File: src/rtl/sr_latch_trng_array.sv
// Multi-channel SR-latch entropy harvester: excites NUM_CH external latch cells, samples
// their resolved outputs and packs XOR / Von Neumann combined bits into health-checked words.
module sr_latch_trng_array #(
  parameter int NUM_CH     = 8,
  parameter int WORD_W     = 32,
  parameter int EXCITE_CYC = 2,
  parameter int SETTLE_CYC = 4,
  parameter int RCT_LIMIT  = 32
) (
  input  logic              ref_clk_in,
  input  logic              rst_n_in,
  input  logic              en_in,
  input  logic              mode_in,
  output logic              excite_out,
  input  logic [NUM_CH-1:0] latch_q_in,
  output logic [WORD_W-1:0] data_out,
  output logic              data_valid_out,
  input  logic              data_ready_in,
  output logic [NUM_CH-1:0] ch_stuck_out,
  output logic              health_fail_out
);
  localparam int MAX_CYC = (EXCITE_CYC > SETTLE_CYC) ? EXCITE_CYC : SETTLE_CYC;
  localparam int CW = $clog2(MAX_CYC + 1);
  localparam int RW = $clog2(RCT_LIMIT + 1);
  localparam int BW = $clog2(WORD_W + 1);

  typedef enum logic [2:0] {ST_IDLE, ST_EXCITE, ST_SETTLE, ST_SAMPLE, ST_HOLD} state_t;

  state_t            state_reg, state_next;
  logic [CW-1:0]     cyc_reg;
  logic [NUM_CH-1:0] sync1_reg, sync2_reg, ch_prev_reg, stuck_reg, stuck_hit;
  logic [RW-1:0]     rct_cnt_reg, rct_cnt_next;
  logic              raw_prev_reg, health_reg;
  logic              mode_reg, vn_pend_reg, vn_first_reg;
  logic [WORD_W-1:0] shift_reg, out_reg;
  logic [BW-1:0]     bit_cnt_reg;
  logic              valid_reg;
  logic              sample_fire, raw_bit, bit_ok, bit_val;
  logic              word_full, load_out, word_done, fail_now;

  always_ff @(posedge ref_clk_in) begin
    if (!rst_n_in) begin
      sync1_reg <= '0;
      sync2_reg <= '0;
    end else begin
      sync1_reg <= latch_q_in;
      sync2_reg <= sync1_reg;
    end
  end

  // Per-channel run-length counter of identical samples; hitting the limit marks the cell stuck.
  for (genvar gi = 0; gi < NUM_CH; gi++) begin : g_ch
    logic [RW-1:0] cnt_reg, cnt_next;
    always_comb begin
      cnt_next = RW'(1);
      if (sync2_reg[gi] == ch_prev_reg[gi])
        cnt_next = (cnt_reg < RW'(RCT_LIMIT)) ? cnt_reg + RW'(1) : cnt_reg;
    end
    assign stuck_hit[gi] = (cnt_next == RW'(RCT_LIMIT));
    always_ff @(posedge ref_clk_in) begin
      if (!rst_n_in)        cnt_reg <= '0;
      else if (sample_fire) cnt_reg <= cnt_next;
    end
  end

  assign raw_bit = ^(sync2_reg & ~stuck_reg);

  always_comb begin
    rct_cnt_next = RW'(1);
    if (raw_bit == raw_prev_reg)
      rct_cnt_next = (rct_cnt_reg < RW'(RCT_LIMIT)) ? rct_cnt_reg + RW'(1) : rct_cnt_reg;
  end

  assign fail_now = sample_fire &&
                    ((rct_cnt_next == RW'(RCT_LIMIT)) || (&(stuck_reg | stuck_hit)));

  // Von Neumann keeps the first bit of an unequal pair; XOR mode accepts every raw bit.
  always_comb begin
    bit_ok  = 1'b0;
    bit_val = raw_bit;
    if (!mode_reg) begin
      bit_ok = 1'b1;
    end else if (vn_pend_reg) begin
      bit_ok  = (vn_first_reg != raw_bit);
      bit_val = vn_first_reg;
    end
  end

  assign word_full = (bit_cnt_reg == BW'(WORD_W));
  assign load_out  = word_full && (!valid_reg || data_ready_in);
  assign word_done = sample_fire && bit_ok && (bit_cnt_reg == BW'(WORD_W - 1));

  always_ff @(posedge ref_clk_in) begin
    if (!rst_n_in) begin
      state_reg <= ST_IDLE;
      cyc_reg   <= '0;
    end else begin
      state_reg <= state_next;
      cyc_reg   <= (state_next != state_reg) ? '0 : cyc_reg + CW'(1);
    end
  end

  always_comb begin
    state_next = state_reg;
    case (state_reg)
      ST_IDLE:   if (en_in && !health_reg && (!word_full || load_out)) state_next = ST_EXCITE;
      ST_EXCITE: if (cyc_reg == CW'(EXCITE_CYC - 1)) state_next = ST_SETTLE;
      ST_SETTLE: if (cyc_reg == CW'(SETTLE_CYC - 1)) state_next = ST_SAMPLE;
      ST_SAMPLE: state_next = (word_done && valid_reg && !fail_now) ? ST_HOLD : ST_IDLE;
      ST_HOLD:   if (load_out) state_next = ST_IDLE;
      default:   state_next = ST_IDLE;
    endcase
    if (health_reg) state_next = ST_IDLE;
  end

  always_comb begin
    excite_out  = (state_reg == ST_EXCITE);
    sample_fire = (state_reg == ST_SAMPLE);
  end

  always_ff @(posedge ref_clk_in) begin
    if (!rst_n_in) begin
      ch_prev_reg  <= '0;
      stuck_reg    <= '0;
      rct_cnt_reg  <= '0;
      raw_prev_reg <= 1'b0;
      health_reg   <= 1'b0;
      mode_reg     <= 1'b0;
      vn_pend_reg  <= 1'b0;
      vn_first_reg <= 1'b0;
      shift_reg    <= '0;
      bit_cnt_reg  <= '0;
      out_reg      <= '0;
      valid_reg    <= 1'b0;
    end else begin
      // Mode only switches on a word boundary with no half pair outstanding.
      if (!sample_fire && bit_cnt_reg == '0 && !vn_pend_reg) mode_reg <= mode_in;
      if (sample_fire) begin
        ch_prev_reg  <= sync2_reg;
        stuck_reg    <= stuck_reg | stuck_hit;
        rct_cnt_reg  <= rct_cnt_next;
        raw_prev_reg <= raw_bit;
        if (mode_reg) begin
          vn_pend_reg  <= !vn_pend_reg;
          vn_first_reg <= raw_bit;
        end
        if (bit_ok) begin
          shift_reg   <= {shift_reg[WORD_W-2:0], bit_val};
          bit_cnt_reg <= bit_cnt_reg + BW'(1);
        end
      end else if (load_out) begin
        shift_reg   <= '0;
        bit_cnt_reg <= '0;
      end
      if (load_out) begin
        out_reg   <= shift_reg;
        valid_reg <= 1'b1;
      end else if (valid_reg && data_ready_in) begin
        valid_reg <= 1'b0;
      end
      if (fail_now) begin
        health_reg  <= 1'b1;
        valid_reg   <= 1'b0;
        out_reg     <= '0;
        shift_reg   <= '0;
        bit_cnt_reg <= '0;
        vn_pend_reg <= 1'b0;
      end
    end
  end

  assign data_out        = out_reg;
  assign data_valid_out  = valid_reg;
  assign ch_stuck_out    = stuck_reg;
  assign health_fail_out = health_reg;
endmodule
File: config.mk
export PLATFORM = sky130hd
export DESIGN_NAME = sr_latch_trng_array
export DESIGN_NICKNAME = d
export VERILOG_FILES = /design/src/rtl/sr_latch_trng_array.sv
export SDC_FILE = /design/constraint.sdc
export NUM_CORES = 1
export LEC_CHECK = 0
export BUFFER_PORTS_ARGS = -buffer_cell sky130_fd_sc_hd__buf_2
export CORE_UTILIZATION = 26
export CTS_BUF_LIST = sky130_fd_sc_hd__clkbuf_4 sky130_fd_sc_hd__clkbuf_8
export DETAILED_ROUTE_END_ITERATION = 12
export GPL_ROUTABILITY_DRIVEN = 0
export GPL_TIMING_DRIVEN = 0
export PLACE_DENSITY_LB_ADDON = 0.08
export SLEW_MARGIN = 30
export SYNTH_ARGS = -nofsm -noshare
export SYNTH_HDL_FRONTEND = slang
export SYNTH_SLANG_ARGS = --single-unit
File: constraint.sdc
create_clock -name ref_clk_in -period 4.6 [get_ports ref_clk_in]
set_input_delay 0.46 -clock ref_clk_in [delete_from_list [all_inputs] [get_ports ref_clk_in]]
set_output_delay 0.46 -clock ref_clk_in [all_outputs]
set_load 0.01 [all_outputs]
==> key figures <==
Run status
  • Outcome: complete, no violations

Power
  • Combinational fraction of design power: approximately 6.4%
  • Peak supply drop: 0.163 mV
  • Clock power frac: between 40% and 50%
  • Static power due to leakage: 3.10 nW
  • Power density over the cells: 310 mW/mm²
  • NetSw: 0.791 mW
  • Switching Share: between 20 and 30%
  • P_int: about 2 mW
  • Reg power frac: 53.1%

Logic synthesis
  • EDFF count, synth: 0
  • Register bit total from synthesis: about 170
  • Syn Area/Cell: 8.52 µm²
  • Post-Synthesis Cells: 915
  • Cell Area, Synth: 0.00779 mm²
  • Synth Net Count: 942
  • YS warnings: 0
  • Yosys cell types: 62
  • Asr flop ratio synth: 0%
  • Ys flop type: dfxtp_1
  • Seq/Total Area, Yosys: between 40% and 50%

Worst hold path
  • Endpoint, Worst Hold: sync1_reg[7]
  • Worst Hold Launch: latch_q_in[7]
  • HP Class: input pin to register
  • Hold-critical path depth: 2

Global routing
  • Number of global-route vias before repair: 6,252
  • Total Routing Usage GR: 14.3%
  • Initial antenna violation count: 0
  • First-pass GRT wire length: 34.4 mm
  • Largest net degree at the start of global routing: 19
  • GRT Residual Overflow: 0

STA
  • Worst setup margin: 1560 ps
  • Max-slew headroom: ~44%
  • RSZ-0062 raised after global routing: false
  • Hold Fails Final Rpt: 0
  • Finish-stage setup viols: 0
  • Peak Freq: ~330 MHz
  • Fin crit share: 66.1%
  • Setup_tns: 0 ps
  • Max-slew violations: 0
  • Crit path time final: 3040 ps
  • Clock Skew: 21.0 ps
  • Worst-Margin Slew: 834 ps

Worst setup path
  • CP max stage cell: clkbuf_1
  • RR Endpoint: g_ch[2].cnt_reg[1]
  • Most frequent CP cell: clkbuf_1
  • Worst setup SP type: register
  • CP Class: register to register
  • CP max stage delay: 650 ps
  • Reg2reg path depth: 8
  • Crit Path Max Fanout: 10
  • Flop2flop setup slack: 1560 ps
  • Cell Chain, Critical Path: clkbuf_1 > and3b_1 > clkbuf_1 > clkbuf_1 > clkbuf_1 > nand2_1 > a22oi_1 > nor2_1
  • Setup crit end kind: register
  • WP buf/inv: 4
  • Worst r2r src: state_reg[0]
  • Required time of the critical path: 4940 ps
  • CP delay by family, top: buffers and inverters
  • Worst Path Arrival: 3390 ps

Clock tree
  • # Post-CTS Setup Buffers: 0
  • Cts hold-fix bufs: 0
  • Clock Tree Root: clkbuf_8
  • Clock transition at the registers of the reported paths: 110 ps
  • Clk Latency, worst-skew pair: 470 ps
  • Clock sink count: around 170
  • Gates resized, CTS repair: 0
  • CTS tree: done
  • CTS Buf Count: 17
  • CTS max path bufs: 2
  • H-Tree Depth: 4

Die
  • Die W: 175 µm
  • Core Box Area: slightly below 0.03 mm²
  • Rows: between 60 and 70
  • Die ar.: 0.0307 mm²
  • Initial Utilization: 26.4%
  • Die Y: 175 µm
  • Top-Level Pins: 56

Job
  • Maximum capacitance violations: 0

Place
  • IO buf count: 55
  • DP Worst Slack: 1450 ps
  • Hpwl dp: about 15 mm

Drt
  • First drt pass iteration count: 5
  • # DRC: 0
  • Vias per Instance: 4.60
  • Post-route ant nets: 0
  • Wire per inst: 15.2 µm
  • Vias after detailed routing: ~6,400
  • Routed WL: around 21 mm
  • DR iter-0 viols: 335

Finish
  • Diodes inserted: 0
  • Nets: 1,016
  • Share of post-route cells with drive strength above 1: 18.6%
  • Area delta synth->final: 15.1%
  • Max reg flops: 48
-- kinds of logic after synthesis --
group | synth area share, %
xor gates and xnor gates | 5.51
DFF | 43.1
buffers and inverters | 4.22
and+or+nand+nor | 25.6
muxes | 0.257
AOI/OAI and AO/OA | 19.0
adders and majority gates | 2.25
-- power by group through the flow --
stage	sequential, mW	combinational (mW)	clock [mW]
final	1.48	0.179	1.13
after global routing	1.48	0.201	1.23
after CTS	1.48	0.184	1.18
after detailed placement	1.51	0.183	0
after global placement	1.51	0.185	0
after floorplan	1.51	0.127	0
-- placed cells by master, fill, tap and decap left out, drive strengths merged, types with 15 or more instances in the layout --
cell,n
inv,22
dfxtp,168
nand3,55
nand2,169
nor2b,15
buf,70
xnor2,29
nor2,85
clkbuf,52
a21oi,125
and2,17
o21ai,22
-- through the flow --
| stage | util (%) | cells | power [mW] | hold WS, ps | area, µm² |
|---|---|---|---|---|---|
| finish | 30.4 | 1392 | 2.79 | 188 | 8970 |
| floorplan | - | 915 | 1.64 | 412 | 7790 |
| global placement | 29.0 | 1360 | 1.70 | 415 | 8560 |
| global route | 30.4 | 1392 | 2.92 | 152 | 8970 |
| CTS | 30.4 | 1392 | 2.84 | 153 | 8970 |
| detailed placement | 29.0 | 1360 | 1.70 | 417 | 8560 |
-- cells in the mapped netlist, types with 5 or more instances --
| library cell | count | area share, % |
|---|---|---|
| nand3b_1 | 5 | 0.48 |
| a211oi_1 | 6 | 0.58 |
| a22oi_1 | 7 | 0.67 |
| nor2_2 | 5 | 0.40 |
| dfxtp_1 | 168 | 43 |
| nand2b_1 | 9 | 0.72 |
| and2_1 | 17 | 1.4 |
| nor3_1 | 11 | 0.71 |
| nand4b_1 | 14 | 1.6 |
| nor4b_1 | 5 | 0.56 |
| a21oi_2 | 65 | 7.3 |
| clkbuf_1 | 35 | 1.7 |
| xor2_1 | 13 | 1.5 |
| inv_1 | 15 | 0.72 |
| buf_8 | 7 | 1.3 |
| a41oi_1 | 6 | 0.67 |
| ha_1 | 14 | 2.2 |
| nand3_1 | 54 | 3.5 |
| nand2_1 | 169 | 8.1 |
| a31oi_1 | 12 | 0.96 |
| o21ai_0 | 20 | 1.3 |
| xnor2_1 | 27 | 3.0 |
| a21oi_1 | 60 | 3.9 |
| nor2_1 | 80 | 3.9 |
| and3_1 | 7 | 0.56 |
| buf_2 | 5 | 0.32 |
| nor2b_1 | 15 | 1.2 |
-- metal layers --
layer  GRT usage [%]  vias up  part of all wire, %
met5               0        -                    0
met4            3.84        0                  1.1
li1                -     3322                    -
met2            22.1       68                   44
met1            20.3     3004                   53
met3            2.57       13                  2.2
-- worst max path at each step --
stage / start / endpoint / slack, ps / depth (start not counted)
2_1_floorplan: g_ch[4].cnt_reg[0] / shift_reg[0] / 2230 / 9
3_3_place_gp: state_reg[0] / g_ch[1].cnt_reg[1] / 1510 / 8
3_5_place_dp: state_reg[0] / g_ch[2].cnt_reg[1] / 1450 / 8
4_1_cts: state_reg[0] / g_ch[2].cnt_reg[1] / 1470 / 8
5_1_grt: state_reg[1] / g_ch[2].cnt_reg[1] / 1270 / 8
6_report: state_reg[0] / g_ch[2].cnt_reg[1] / 1560 / 8
-- layout make-up --
| class | count | area [µm²] |
|---|---|---|
| clock buffer | 17 | 234 |
| sequential | 168 | 3360 |
| multi-input combinational | 682 | 4100 |
| fill | 3207 | 20600 |
| tap | 390 | 488 |
| timing repair buffer | 55 | 275 |
| inverter | 15 | 56.3 |
| buffer | 50 | 273 |
| clock inverter | 15 | 183 |
Note: power is estimated with default switching activity, not from simulation.
